--- src/rtl/uart_rx_fifo.sv ---
// uart_rx_fifo: receive-side buffer between the UART receiver and the register interface.
// Each completed frame becomes a 9-bit entry {err, data} in a first-word-fall-through FIFO.
//
// Ports:
//   clk, rst            - system clock, asynchronous active-high reset
//   rx_valid_i          - one-cycle pulse: good frame on rx_data_i
//   rx_parity_error_i   - parity-error level from receiver (rising edge = one error frame)
//   rx_data_i           - received byte
//   rd_en_i             - pop head entry (ignored when empty)
//   flush_i             - synchronous flush of FIFO contents
//   clr_status_i        - clears overrun_o and err_cnt_o
//   threshold_i         - level-interrupt threshold, 0 disables
//   rd_data_o, rd_err_o - head entry (valid while !empty_o)
//   empty_o, full_o     - occupancy flags
//   count_o             - occupancy 0..DEPTH
//   overrun_o           - sticky: a frame was dropped because the FIFO was full
//   err_cnt_o           - saturating count of parity-failed frames
//   level_irq_o         - registered: threshold_i != 0 && count_o >= threshold_i
module uart_rx_fifo #(
  parameter int unsigned ADDR_W       = 4,
  parameter bit          DROP_ERRORED = 1'b0
) (
  input  logic              clk,
  input  logic              rst,
  input  logic              rx_valid_i,
  input  logic              rx_parity_error_i,
  input  logic [7:0]        rx_data_i,
  input  logic              rd_en_i,
  input  logic              flush_i,
  input  logic              clr_status_i,
  input  logic [ADDR_W:0]   threshold_i,
  output logic [7:0]        rd_data_o,
  output logic              rd_err_o,
  output logic              empty_o,
  output logic              full_o,
  output logic [ADDR_W:0]   count_o,
  output logic              overrun_o,
  output logic [7:0]        err_cnt_o,
  output logic              level_irq_o
);

  localparam int unsigned     DEPTH   = 2 ** ADDR_W;
  localparam logic [ADDR_W:0] DEPTH_C = (ADDR_W + 1)'(DEPTH);
  localparam logic [ADDR_W:0] ONE_C   = (ADDR_W + 1)'(1);

  logic [8:0]        r_mem [DEPTH];
  logic [ADDR_W-1:0] r_wr_ptr, r_rd_ptr;
  logic [ADDR_W:0]   r_count;
  logic              r_perr;
  logic              r_overrun;
  logic [7:0]        r_err_cnt;
  logic              r_level_irq;

  logic              w_empty, w_full;
  logic              w_err_evt, w_push_req, w_push, w_pop, w_ovr_evt;
  logic [8:0]        w_entry;
  logic [ADDR_W:0]   w_count_d;
  logic              w_irq_d;
  logic              w_overrun_d;
  logic [7:0]        w_err_cnt_d;

  assign w_empty = (r_count == '0);
  assign w_full  = (r_count == DEPTH_C);

  // Parity error is a level held until the next start bit; only its rising edge is a frame.
  assign w_err_evt  = rx_parity_error_i & ~r_perr;
  assign w_push_req = rx_valid_i | (w_err_evt & ~DROP_ERRORED);
  // A good frame wins over a coincident error edge.
  assign w_entry    = {~rx_valid_i, rx_data_i};

  assign w_pop     = rd_en_i & ~w_empty & ~flush_i;
  // When full, a simultaneous pop frees the slot being written.
  assign w_push    = w_push_req & (~w_full | w_pop) & ~flush_i;
  assign w_ovr_evt = w_push_req & w_full & ~rd_en_i & ~flush_i;

  always_comb begin
    w_count_d = r_count;
    if (flush_i) begin
      w_count_d = '0;
    end else if (w_push && !w_pop) begin
      w_count_d = r_count + ONE_C;
    end else if (w_pop && !w_push) begin
      w_count_d = r_count - ONE_C;
    end
  end

  assign w_irq_d = (threshold_i != '0) && (w_count_d >= threshold_i);

  always_comb begin
    w_overrun_d = r_overrun;
    if (w_ovr_evt) begin
      w_overrun_d = 1'b1;
    end else if (clr_status_i) begin
      w_overrun_d = 1'b0;
    end
  end

  always_comb begin
    w_err_cnt_d = r_err_cnt;
    if (w_err_evt) begin
      if (clr_status_i) begin
        w_err_cnt_d = 8'd1;
      end else if (r_err_cnt != 8'hFF) begin
        w_err_cnt_d = r_err_cnt + 8'd1;
      end
    end else if (clr_status_i) begin
      w_err_cnt_d = 8'd0;
    end
  end

  always_ff @(posedge clk or posedge rst) begin
    if (rst) begin
      r_wr_ptr    <= '0;
      r_rd_ptr    <= '0;
      r_count     <= '0;
      r_perr      <= 1'b0;
      r_overrun   <= 1'b0;
      r_err_cnt   <= 8'd0;
      r_level_irq <= 1'b0;
    end else begin
      r_perr      <= rx_parity_error_i;
      r_count     <= w_count_d;
      r_overrun   <= w_overrun_d;
      r_err_cnt   <= w_err_cnt_d;
      r_level_irq <= w_irq_d;
      if (flush_i) begin
        r_wr_ptr <= '0;
        r_rd_ptr <= '0;
      end else begin
        if (w_push) r_wr_ptr <= r_wr_ptr + ADDR_W'(1);
        if (w_pop)  r_rd_ptr <= r_rd_ptr + ADDR_W'(1);
      end
    end
  end

  // Storage is not reset; the head is masked while empty so outputs read 0 out of reset.
  always_ff @(posedge clk) begin
    if (w_push) r_mem[r_wr_ptr] <= w_entry;
  end

  assign rd_data_o   = w_empty ? 8'd0 : r_mem[r_rd_ptr][7:0];
  assign rd_err_o    = w_empty ? 1'b0 : r_mem[r_rd_ptr][8];
  assign empty_o     = w_empty;
  assign full_o      = w_full;
  assign count_o     = r_count;
  assign overrun_o   = r_overrun;
  assign err_cnt_o   = r_err_cnt;
  assign level_irq_o = r_level_irq;

endmodule

--- config.mk ---
export PLATFORM = sky130hd
export DESIGN_NAME = uart_rx_fifo
export DESIGN_NICKNAME = d
export VERILOG_FILES = /design/src/rtl/uart_rx_fifo.sv
export SDC_FILE = /design/constraint.sdc
export NUM_CORES = 1
export LEC_CHECK = 0
export BUFFER_PORTS_ARGS = -buffer_cell sky130_fd_sc_hd__buf_2
export CAP_MARGIN = 20
export CORE_ASPECT_RATIO = 1.2
export CORE_UTILIZATION = 25
export CTS_CLUSTER_SIZE = 12
export DETAILED_ROUTE_END_ITERATION = 6
export PLACE_DENSITY = 0.41
export SLEW_MARGIN = 10
export SYNTH_ARGS = -nofsm -noshare
export SYNTH_HDL_FRONTEND = slang
export SYNTH_SLANG_ARGS = --single-unit
--- constraint.sdc ---
create_clock -name clk -period 3.1 [get_ports clk]
set_input_delay 0.465 -clock clk [delete_from_list [all_inputs] [get_ports clk]]
set_output_delay 0.465 -clock clk [all_outputs]
set_load 0.05 [all_outputs]
### Yosys cells after proc, flatten, opt, wreduce, memory -nomap -nowiden

Memories as Yosys holds them, arrays and structs flattened.
Index checks and enable logic that the tools add are counted.

| word-level totals | value |
|---|---|
| bits in registers | 24 |
| latch bits | 0 |
| memory bits (writable) | 144 |
| ROM bits | 0 |
| input port bits | 20 |
| logic and storage cells | 62 |
| memories | 1 |

Memories:

| memory | words | width | read ports | clocked after memory_dff | write ports | line | source |
|---|---|---|---|---|---|---|---|
| r_mem | 16 | 9 | 1 | 0 | 1 | 46 | `logic [8:0] r_mem [DEPTH];` |

| cells by class | value |
|---|---|
| add/sub/neg operators | 5 |
| $mul | 0 |
| div/mod/pow operators | 0 |
| order comparisons | 1 |
| equal/unequal tests | 2 |
| shift-type cells | 0 |
| multiplexer cells | 17 |
| bitwise operators | 16 |
| reduce and logical (&&, ||, !) cells | 13 |

Operator list:

| operator | count |
|---|---|
| 2-to-1 mux 8 bit | 5 |
| 2-to-1 mux 4 bit | 4 |
| 2-to-1 mux 5 bit | 3 |
| nonzero test 2 bit | 5 |
| adder 4 x 1 -> 4 bit, second input constant | 2 |
| adder 8 x 1 -> 8 bit, second input constant | 1 |
| bitwise AND 1 bit | 8 |
| != test 8 bit, second input constant | 1 |
| NOT 1 bit | 6 |
| adder 5 x 1 -> 5 bit, second input constant | 1 |
| equality test 5 bit, second input constant | 1 |
| greater-or-equal comparator 5 bit | 1 |
| zero test 5 bit | 1 |
| 2-to-1 mux 1 bit | 5 |
| nonzero test 5 bit | 1 |
| subtractor 5 x 1 -> 5 bit, second input constant | 1 |
| logical AND 1 bit | 3 |
| zero test 1 bit | 2 |
| bitwise OR 1 bit | 2 |
| AND reduction 2 bit | 1 |

### Depth between registers and ports, before layout

| logic depth | value |
|---|---|
| word-level depth | 14 |
| gate-level depth with buffers | 14 |
| depth with buffers taken out | 13 |

### Worst setup path before layout

Ideal clock, no wire load.

| path | value |
|---|---|
| kind | register -> register |
| start point | register r_count[1] (netlist: count_o[1]) |
| end point | register r_level_irq (netlist: level_irq_o) |
| library setup time | 0.126 ns |
| arrival time | 3.010 ns |
| data required time | 2.974 ns |
| slack | -0.036 ns |
| stages on the path, launching flop included | 15 |
| clock period less this slack | 3.136 ns |
| cells stage by stage | dfrtp_1 -> inv_1 -> ha_1 -> nor4b_4 -> nand2b_1 -> buf_2 -> a21oi_2 -> xnor2_1 -> nand2b_1 -> ha_1 -> nand2b_1 -> a21oi_1 -> nor2b_1 -> o21ai_0 -> a21oi_1 |

| on the way | value |
|---|---|
| word-level cells in the longest chain between the ends | 14 |
| elaborated cells between the ends (all ways) | 20 |
| classes of those cells | add/sub (2); order compare (1); eq/ne (1); mux (3); bitwise (7); reduce/logical (6) |

Ends and longest elaborated chain:

| what | line | source |
|---|---|---|
| from (decl) | 48 | `logic [ADDR_W:0] r_count;` |
| from (signal assigned) | 122 | `r_count <= w_count_d;` |
| zero test 5 bit * | 62 | `assign w_empty = (r_count == '0);` |
| net empty_o | 34 | `output logic empty_o,` |
| NOT 1 bit * | 71 | `assign w_pop = rd_en_i & ~w_empty & ~flush_i;` |
| bitwise AND 1 bit * (2 in series) | 71 |  |
| bitwise OR 1 bit | 73 | `assign w_push = w_push_req & (~w_full \| w_pop) & ~flush_i;` |
| bitwise AND 1 bit (2 in series) | 73 |  |
| zero test 1 bit | 82 | `end else if (w_pop && !w_push) begin` |
| logical AND 1 bit | 82 |  |
| 2-to-1 mux 5 bit | 82 |  |
| 2-to-1 mux 5 bit * | 80 | `end else if (w_push && !w_pop) begin` |
| 2-to-1 mux 5 bit * | 78 | `if (flush_i) begin` |
| greater-or-equal comparator 5 bit * | 87 | `assign w_irq_d = (threshold_i != '0) && (w_count_d >= threshold_i);` |
| logical AND 1 bit * | 87 |  |
| net w_irq_d | 58 | `logic w_irq_d;` |
| to (signal assigned) | 125 | `r_level_irq <= w_irq_d;` |
| to (decl) | 52 | `logic r_level_irq;` |

Mark *: on every way through the listed nets, which the timed path passes. The rest lies on a longest branch.
A chain may end at the register's enable or synchronous reset.

### Final worst setup path

| path | value |
|---|---|
| start point | register r_count[1] (netlist: count_o[1]) |
| end point | output port rd_data_o[7] |

| on the way | value |
|---|---|
| word-level cells in the longest chain between the ends | 2 |

Ends and longest elaborated chain:

| what | line | source |
|---|---|---|
| zero test 5 bit | 62 |  |
| 2-to-1 mux 8 bit | 141 | `assign rd_data_o = w_empty ? 8'd0 : r_mem[r_rd_ptr][7:0];` |
| to (decl) | 32 | `output logic [7:0] rd_data_o,` |

No other way between the ends.

==> metrics.yaml <==
drt:
  wire_per_inst_um: 17.9
  top_layer_used: "met4"
  avgViaCountPerCell: 4.33
  drc: 0
  antenna_left: 0
  initialDrtViolationCount: 162
  dr_wl_met2_mm: 7.61
  wl_met3_um: 619
  wl_mm: 15.3
  dr_total_vias: 3694
  wl_met1_mm: 6.87
  first_pass_iters: 4
grt:
  grt_max_degree: 37
  gr-usage-all-layers_pct: 11.6
  grt_overflow: 0
  grt_pass1_wl_mm: 23.8
  antenna_found_initial: 0
  first_global_vias: 3975
clocking:
  postCtsSetupBuffers: 0
  htree_num_levels: 4
  clk_pin_slew_worst_paths_ps: 60
  clock_latency_ps: 420
  clockBufferDepth: 2
  root_buffer: "clkbuf_16"
  tritoncts: "built"
  cts_inserted_buffers: 17
  hold_buffers: 0
  post_cts_resized: 0
  clock-sinks: 168
timing:
  fin_crit_ps: 2790
  period_share_pct: 90.1
  worstMarginPinSlew_ps: 530
  maxSlewHeadroom_pct: 64.4
  rsz0062_at_grt: "false"
  finalSetupViolCount: 0
  fmax_mhz: 358
  hold_violations: 5
  slew_viol_final: 0
  finClkSkew_ps: 6.18
  setup_tns_ps: 0
  hold-worst-slack_ps: -4.72
logic_synthesis:
  synth_top_area_share_pct: 61.5
  synth_most_common_cell: "edfxtp_1"
  synthArstFlopShare_pct: 14.3
  synthDistinctLibCells: 43
  synth_nets: 431
  yosys-top-cells-area: "edfxtp_1, mux4_2, dfrtp_1"
  synth_common_cells: "edfxtp_1, mux4_2, dfrtp_1"
  synth_edf_count: 144
  synthFlopType: "edfxtp_1"
  ys_warn_count: 0
  syn_area_mm2: 0.00704
  ys_ff_latch: 168
  syn_area_per_cell_um2: 17.7
  synth_area_leader_cell: "edfxtp_1"
  syn_inst: 397
  ys_seq_area_share_pct: 70.0
placement:
  io_buffers: 45
  dp.cells: 822
  place.gp.congestion: 0.790
  hpwl_mm: 9.90
floorplan:
  start_util_pct: 25.7
  rows: 66
  die_w_um: 155
  io_pins: 46
  dieArea_mm2: 0.0288
  die_height_um: 186
  core_area_mm2: 0.0274
worst_setup_path:
  path_max_fanout: 9
  critPathArrivalTime_ps: 2330
  cp.required_ps: 2630
  worstSetupPathType: "register to output port"
  end_kind: "output port"
  critPathLaunchType: "register"
run:
  cap_viol_max_count: 0
finish:
  diodes: 0
  final_core_util_pct: 30.9
  nNetsFinal: 502
  drive_gt1_share_pct: 30.8
  synthToLayoutAreaGrowth_pct: 20.5
  layout.cells.non_filler: 854
power_and_ir_drop:
  p_leak_nw: 2.89
  powerDensity_mw_per_mm2: 640
  peakVddDrop_uv: 324
  fin_total_pwr_mw: 5.42
min_path:
  hp-class: "input port to asynchronous set/reset pin"
run_status:
  outcome: "complete, but fails checks"
  violations: "hold timing"
layer usage:
metal  track usage (%)  vias up
li1                  -     1713
met1              14.0     1900
met2              19.7       67
met3              2.93       14
met4              4.63        0
met5                 0        -
final timing paths:
| check | from | endpoint | slack (ps) | cells past startpoint |
|---|---|---|---|---|
| min in group clk | rx_parity_error_i | r_perr$_DFF_PP0_ | 180 | 1 |
| min reg2reg | overrun_o$_DFFE_PP0P_ | overrun_o$_DFFE_PP0P_ | 520 | 1 |
| max | count_o[1]$_DFF_PP0_ | rd_data_o[7] | 310 | 6 |
| max in group asynchronous | rst | r_rd_ptr[0]$_DFFE_PP0P_ | 2690 | 3 |
| max reg2reg | count_o[1]$_DFF_PP0_ | level_irq_o$_DFF_PP0_ | 340 | 13 |
| min | rst | err_cnt_o[7]$_DFFE_PP0P_ | -5 | 2 |
metrics by stage:
step / instance area [um^2] / worst slack [ps]
3_5_place_dp: 7880 / 337
6_report: 8480 / 308
3_3_place_gp: 7880 / 414
2_1_floorplan: 7040 / 75.4
5_1_grt: 8480 / 6.19
4_1_cts: 8450 / 221
sequential cells by signal (all words and copies together) (netlist names):
register     cells
err_cnt_o        8
overrun_o        1
r_perr           1
level_irq_o      1
r_rd_ptr         4
count_o          5
r_wr_ptr         4
r_mem          144
area by class of cell:
type | count | area [um^2]
clock buffer | 18 | 429
fill | 2759 | 18900
tap | 374 | 468
clock inverter | 13 | 144
sequential | 168 | 4930
inverter | 17 | 63.8
timing repair buffer | 70 | 458
multi-input combinational | 194 | 1990
cell families after synthesis:
logic type	Yosys count	synth area share, %
buf+inv	35	2.04
flops	168	70.0
fa+ha+maj	14	2.49
compound gates	35	3.36
xor+xnor	12	1.49
simple gates	76	6.12
mux	57	14.5
layout by cell type (no fill, tap or decap), types with 2 or more instances in the layout:
cell       count
nor3_1         6
mux4_2        36
nand4_1        2
inv_6          4
dfrtp_2        3
nand2_1        7
clkbuf_16     17
buf_12         2
nand3_1        8
bufinv_16      2
and4_1         2
nor3b_1        2
inv_1         17
a21oi_1        9
clkinv_1       2
a31oi_1        3
o21ai_0        4
nor2b_1        2
o22ai_1       10
dfrtp_1       21
nor3_2         4
and2_1         4
xor2_1         7
mux2i_1       21
clkinv_4       2
buf_4         22
a22oi_1        2
nand2b_1       7
ha_1          14
and3_1         2
buf_2         45
nor2_1        22
xnor2_1        5
edfxtp_1     144
report_power, final:
group	switching (mW)	leakage, nW	total (mW)	internal, mW
clock	0.867	0.279	2.06	1.19
sequential	0.0325	1.62	2.53	2.50
combinational	0.515	0.992	0.832	0.317
worst max-delay path, stage by stage, from the launching register on:
cell,delay [ps]
dfrtp_2,430
inv_1,110
ha_1,180
nor4b_4,300
nand2b_1,430
o22ai_1,200
buf_2,260
(Power assumes the default switching activity.)
